File: config.mk
export PLATFORM = sky130hd
export DESIGN_NAME = legv8_fetch_unit
export DESIGN_NICKNAME = d
export VERILOG_FILES = /design/src/rtl/legv8_fetch_pkg.sv /design/src/rtl/branch_target_calc.sv /design/src/rtl/legv8_fetch_unit.sv
export SDC_FILE = /design/constraint.sdc
export NUM_CORES = 1
export LEC_CHECK = 0
export BUFFER_PORTS_ARGS = -buffer_cell sky130_fd_sc_hd__buf_2
export CORE_ASPECT_RATIO = 0.75
export CORE_MARGIN = 2
export CORE_UTILIZATION = 46
export CTS_CLUSTER_DIAMETER = 30
export DETAILED_ROUTE_END_ITERATION = 12
export GPL_TIMING_DRIVEN = 0
export PLACE_DENSITY_LB_ADDON = 0.15
export SYNTH_ARGS = -nofsm -noshare
export SYNTH_HDL_FRONTEND = slang
export SYNTH_HIERARCHICAL = 1
export SYNTH_SLANG_ARGS = --single-unit
File: constraint.sdc
create_clock -name clk_i -period 5.2 [get_ports clk_i]
set_input_delay 0.78 -clock clk_i [delete_from_list [all_inputs] [get_ports clk_i]]
set_output_delay 0.78 -clock clk_i [all_outputs]
set_load 0.01 [all_outputs]
File: src/rtl/legv8_fetch_pkg.sv
// Shared types for the LEGv8 fetch unit: branch-type codes, fetch FSM states, widths.
package legv8_fetch_pkg;

    localparam int INSTR_W = 32;
    localparam int OFFS_W  = 26;

    typedef enum logic [1:0] {
        BR_NONE = 2'b00,
        BR_B    = 2'b01,
        BR_CBZ  = 2'b10,
        BR_CBNZ = 2'b11
    } br_type_e;

    typedef enum logic [1:0] {
        S_IDLE = 2'b00,
        S_REQ  = 2'b01,
        S_HOLD = 2'b10
    } fetch_state_e;

endpackage

File: src/rtl/branch_target_calc.sv
// Combinational branch resolution: decides taken and computes br_pc + (sext(offset) << 2).
module branch_target_calc
    import legv8_fetch_pkg::*;
#(
    parameter int ADDR_W = 64
) (
    input  logic [1:0]        br_type_i,
    input  logic [OFFS_W-1:0] br_offset_i,
    input  logic [ADDR_W-1:0] br_pc_i,
    input  logic              br_zero_i,
    output logic              taken_o,
    output logic [ADDR_W-1:0] target_o
);

    logic [ADDR_W-1:0] offs_sext;

    // CBZ/CBNZ carry a 19-bit offset; the upper offset bits are ignored for them.
    always_comb begin
        taken_o   = 1'b0;
        offs_sext = {{(ADDR_W-19){br_offset_i[18]}}, br_offset_i[18:0]};
        case (br_type_e'(br_type_i))
            BR_B: begin
                taken_o   = 1'b1;
                offs_sext = {{(ADDR_W-OFFS_W){br_offset_i[OFFS_W-1]}}, br_offset_i};
            end
            BR_CBZ:  taken_o = br_zero_i;
            BR_CBNZ: taken_o = !br_zero_i;
            default: taken_o = 1'b0;
        endcase
    end

    assign target_o = br_pc_i + (offs_sext << 2);

endmodule

File: src/rtl/legv8_fetch_unit.sv
// LEGv8 fetch unit: PC, req/ack instruction fetch, valid/ready to decode, branch redirect.
// Optional BRANCH_LINK_EN adds br_link_i / link_we_o / link_data_o for BL.
module legv8_fetch_unit
    import legv8_fetch_pkg::*;
#(
    parameter int                ADDR_W   = 64,
    parameter logic [ADDR_W-1:0] RESET_PC = '0
) (
    input  logic               clk_i,
    input  logic               rst_i,
    // Fetch handshake: imem_req_o stays high with a stable address until imem_ack_i.
    output logic               imem_req_o,
    output logic [ADDR_W-1:0]  imem_addr_o,
    input  logic               imem_ack_i,
    input  logic [31:0]        imem_rdata_i,
    output logic               instr_valid_o,
    input  logic               instr_ready_i,
    output logic [31:0]        instr_o,
    output logic [ADDR_W-1:0]  instr_pc_o,
    input  logic               br_valid_i,
    input  logic [1:0]         br_type_i,
    input  logic [ADDR_W-1:0]  br_pc_i,
    input  logic [25:0]        br_offset_i,
    input  logic               br_zero_i,
    output logic               redirect_o,
`ifdef BRANCH_LINK_EN
    input  logic               br_link_i,
    output logic               link_we_o,
    output logic [ADDR_W-1:0]  link_data_o,
`endif
    output logic [1:0]         state_o
);

    fetch_state_e        state_q;
    logic [ADDR_W-1:0]   pc_q;
    logic [ADDR_W-1:0]   addr_q;
    logic                kill_q;
    logic                imem_req_q;
    logic                instr_valid_q;
    logic [INSTR_W-1:0]  instr_q;
    logic [ADDR_W-1:0]   instr_pc_q;
    logic                redirect_q;

    logic                br_taken;
    logic [ADDR_W-1:0]   br_target;
    logic                redirect_d;

    branch_target_calc #(.ADDR_W(ADDR_W)) u_btc (
        .br_type_i   (br_type_i),
        .br_offset_i (br_offset_i),
        .br_pc_i     (br_pc_i),
        .br_zero_i   (br_zero_i),
        .taken_o     (br_taken),
        .target_o    (br_target)
    );

    assign redirect_d = br_valid_i && br_taken && (state_q != S_IDLE);

    // addr_q is the address of the outstanding request; pc_q may move ahead of it while kill_q is set.
    always_ff @(posedge clk_i) begin
        if (rst_i) begin
            state_q       <= S_IDLE;
            pc_q          <= RESET_PC;
            addr_q        <= RESET_PC;
            kill_q        <= 1'b0;
            imem_req_q    <= 1'b0;
            instr_valid_q <= 1'b0;
            instr_q       <= '0;
            instr_pc_q    <= '0;
            redirect_q    <= 1'b0;
        end else begin
            redirect_q <= redirect_d;
            case (state_q)
                S_IDLE: begin
                    state_q    <= S_REQ;
                    imem_req_q <= 1'b1;
                    addr_q     <= pc_q;
                end
                S_REQ: begin
                    if (imem_ack_i) begin
                        if (kill_q || redirect_d) begin
                            kill_q <= 1'b0;
                            pc_q   <= redirect_d ? br_target : pc_q;
                            addr_q <= redirect_d ? br_target : pc_q;
                        end else begin
                            instr_q       <= imem_rdata_i;
                            instr_pc_q    <= addr_q;
                            pc_q          <= addr_q + ADDR_W'(4);
                            state_q       <= S_HOLD;
                            imem_req_q    <= 1'b0;
                            instr_valid_q <= 1'b1;
                        end
                    end else if (redirect_d) begin
                        pc_q   <= br_target;
                        kill_q <= 1'b1;
                    end
                end
                S_HOLD: begin
                    if (redirect_d || instr_ready_i) begin
                        state_q       <= S_REQ;
                        imem_req_q    <= 1'b1;
                        instr_valid_q <= 1'b0;
                        pc_q          <= redirect_d ? br_target : pc_q;
                        addr_q        <= redirect_d ? br_target : pc_q;
                    end
                end
                default: begin
                    state_q       <= S_IDLE;
                    imem_req_q    <= 1'b0;
                    instr_valid_q <= 1'b0;
                end
            endcase
        end
    end

`ifdef BRANCH_LINK_EN
    logic              link_we_q;
    logic [ADDR_W-1:0] link_data_q;

    always_ff @(posedge clk_i) begin
        if (rst_i) begin
            link_we_q   <= 1'b0;
            link_data_q <= '0;
        end else begin
            link_we_q   <= redirect_d && (br_type_e'(br_type_i) == BR_B) && br_link_i;
            link_data_q <= (redirect_d && (br_type_e'(br_type_i) == BR_B) && br_link_i)
                           ? br_pc_i + ADDR_W'(4) : '0;
        end
    end

    assign link_we_o   = link_we_q;
    assign link_data_o = link_data_q;
`endif

    assign imem_req_o    = imem_req_q;
    assign imem_addr_o   = addr_q;
    assign instr_valid_o = instr_valid_q;
    assign instr_o       = instr_q;
    assign instr_pc_o    = instr_pc_q;
    assign redirect_o    = redirect_q;
    assign state_o       = state_q;

endmodule

==> qor.yml <==
status: "finished clean"
die_w_um: 206.0
yosysSeqAreaShare: 0.3256
drc: 0
crit_fanout: 20
power.density_nw_per_um2: 433.6
hp-start: "instr_pc_o[55]"
cts_buffer_depth: 3
worstHoldPathCells: 2
drt_iter0_drc: 1334
maxSlewViolCount: 0
r2r_slack_ns: 1.75
htreeDepth: 2
end_kind: "flip-flop"
min_path_type: "flip-flop to flip-flop"
fin_util: 0.5925
antenna_found_initial: 2
fmax_mhz: 196.2
synth_edf_count: 0
drt_first_pass_iters: 8
synth_area_leader_cell: "dfxtp_1"
r2r-end: "pc_q[22]"
synthesis.nets: 2057
area_growth_pct: 26.83
ir_drop_v: 0.0002592
crit_chain: "clkbuf_1, inv_1, o21ai_4, nand2_4, ha_1, nand2_1, or3_1, or4_1, o211ai_1, o2111ai_1, o21ai_0, a21oi_1, xnor2_2, o21ai_0, a211o_1, o21ai_2"
clk_latency_ns: 0.57
cpMostUsedCell: "o21ai_0"
maxCapViolCount: 0
grt_max_degree: 21
rows: 55
gp_congestion: 0.9148
vias: 15452
syn_inst: 1854
cpMaxStageDelayCell: "o211ai_1"
die_y_um: 155.5
place_inst: 2543
arrival_ns: 5.59
grt_use_total: 0.3161
synth_top_cell_area_share: 0.3256
final_cell_area_um2: 17860
hold_end: "instr_pc_o[55]"
vias_per_cell: 5.853
placed_area_um2: 16030
clock_skew_ns: 0.02619
p_leak_nw: 7.214
avgRoutedWirePerCell_um: 19.87
tightest_slew_ns: 1.108
r2r_cells: 9
port_buffers: 290
core_area_um2: 30140
io_pins: 295
hold_viol: 0
synth_area_um2: 14080
finalCritPeriodShare: 0.9803
grt_pass1_vias: 14133
synth_seq_cells: 229
cts.sinks: 229
synth_ff_type: "dfxtp_1"
grt_pass1_wl_um: 79320
avgSynthCellArea_um2: 7.595
drive_gt1_frac: 0.2027
cts_hold_buf: 0
synth_cell_types: 86
initial_core_util: 0.4672
grt-ovfl-total: 0
cts_tree: "done"
rsz0062_at_grt: "no"
synth_warnings: 6
layout.nets: 2402
slew_headroom: 0.2532
fin_cells: 2640
setup_viol: 0
setup.worst_path.start_class: "input port"
async_flop_share: 0
hold_ws_ns: 0.4488
cts_buffers: 49
r2r_start: "state_o[0]"
cts_root_buffer: "clkbuf_16"
wl_um: 52450
min_period_ns: 5.097
dp_hpwl_um: 38750
cp_data_required_time_ns: 5.70
fin_tns_setup_ns: 0
cpPeakStageDelay_ns: 0.62
cts.reportedPaths.clkPinSlew_ns: 0.05
critPathKind: "input port to flip-flop"
antenna_left: 0
synth_area_leaders: "dfxtp_1, nand2_1, a21oi_1"
dieArea_um2: 32040
[kinds of logic (layout without fill, tap and decap cells)]
| kind of cell | after synthesis | after routing | synth area share |
|---|---|---|---|
| buffers and inverters | 158 | 543 | 0.04514 |
| other | 0 | 1 | 0 |
| AOI/OAI and AO/OA | 528 | 528 | 0.2457 |
| DFF | 229 | 229 | 0.3256 |
| muxes | 11 | 11 | 0.007820 |
| adders and majority gates | 73 | 73 | 0.06540 |
| and+or+nand+nor | 738 | 739 | 0.2376 |
| xor gates and xnor gates | 117 | 117 | 0.07277 |
[cell usage in the layout, fill, tap and decap left out, types with 50 or more instances in the layout]
cell and instances:
dfxtp_1 229, clkbuf_1 105, nor2_1 133, nand2_1 373, clkbuf_16 50, buf_2 306
nand3_1 83, ha_1 72, xnor2_1 78, a311oi_1 56, a21oi_1 212, o21ai_0 56
[critical path: cells and delay by family]
family / cells / cell delay, ns
buf+inv: 2 / 0.42
xor+xnor: 1 / 0.36
fa+ha+maj: 1 / 0.47
compound gates: 8 / 2.15
simple gates: 4 / 1.40
[final cells by class]
type / instances / area, um2
timing repair buffer: 293 / 1474
clock buffer: 56 / 1304
clock inverter: 36 / 459.2
inverter: 26 / 97.59
multi-input combinational: 1468 / 8901
fill: 2860 / 12280
tap: 399 / 499.2
buffer: 132 / 538.0
antenna: 1 / 2.502
sequential: 229 / 4584
[Yosys cell counts (6+ instances only)]
master,n
a211oi_1,9
a21o_1,21
a21oi_1,212
a22oi_1,32
a311oi_1,56
a31oi_1,10
and2_1,7
and3_1,10
buf_1,6
buf_2,16
clkbuf_1,102
dfxtp_1,229
ha_1,72
inv_1,25
mux2i_1,11
nand2_1,374
nand2b_1,9
nand3_1,83
nand3b_1,8
nand4_1,33
nor2_1,133
nor3_1,25
nor4_1,11
o211ai_1,16
o21ai_0,56
o21ai_1,6
o21bai_1,10
o221ai_1,15
o22ai_1,29
o31ai_1,6
xnor2_1,80
xor2_1,37
[worst max path at each step]
stage | start | to | slack [ns] | cells past startpoint
after floorplan | br_type_i[0] | pc_q[60] | 0.10 | 16
after global placement | br_type_i[0] | pc_q[60] | -1.46 | 16
after detailed placement | br_type_i[0] | pc_q[60] | -1.52 | 16
after CTS | br_type_i[0] | pc_q[56] | 0.13 | 16
after global routing | br_type_i[0] | pc_q[60] | 0.004 | 16
final | br_type_i[0] | pc_q[60] | 0.10 | 16
[per-stage QoR]
step / total power [mW] / setup slack (ns)
after global routing: 8.055 / 0.004334
after detailed placement: 4.375 / -1.515
after global placement: 4.347 / -1.457
after CTS: 7.695 / 0.1291
after floorplan: 3.574 / 0.1038
final: 7.744 / 0.1027
[per-layer routing]
metal  global-route usage  share of wire  vias to the layer above
met5                    0        0.00025                        -
met4              0.09796          0.027                        2
met3              0.08986           0.11                       98
met2               0.4650           0.42                      743
met1               0.4448           0.44                     7224
li1                     -              -                     7385
[what timing repair did]
| item | 4_1_cts | 5_1_grt |
|---|---|---|
| gates resized for setup | 5 | 1 |
| endpoints found under the hold margin | 0 | 0 |
| pin swaps | 1 | 3 |
| cloned | 1 | 0 |
| setup buffers | 0 | 3 |
| setup endpoints to repair | 34 | 5 |
[report_power, final]
part           switching, mW  leakage, nW  internal (mW)
clock                   1.13        0.853           2.18
sequential             0.297         1.86           1.98
combinational           1.41         4.50          0.745
[registers in the layout (all words and copies together) (netlist names)]
signal / count
instr_pc_o: 64
pc_q: 64
kill_q: 1
instr_o: 32
state_o: 2
redirect_o: 1
instr_valid_o: 1
imem_addr_o: 64
(Power assumes the default switching activity.)
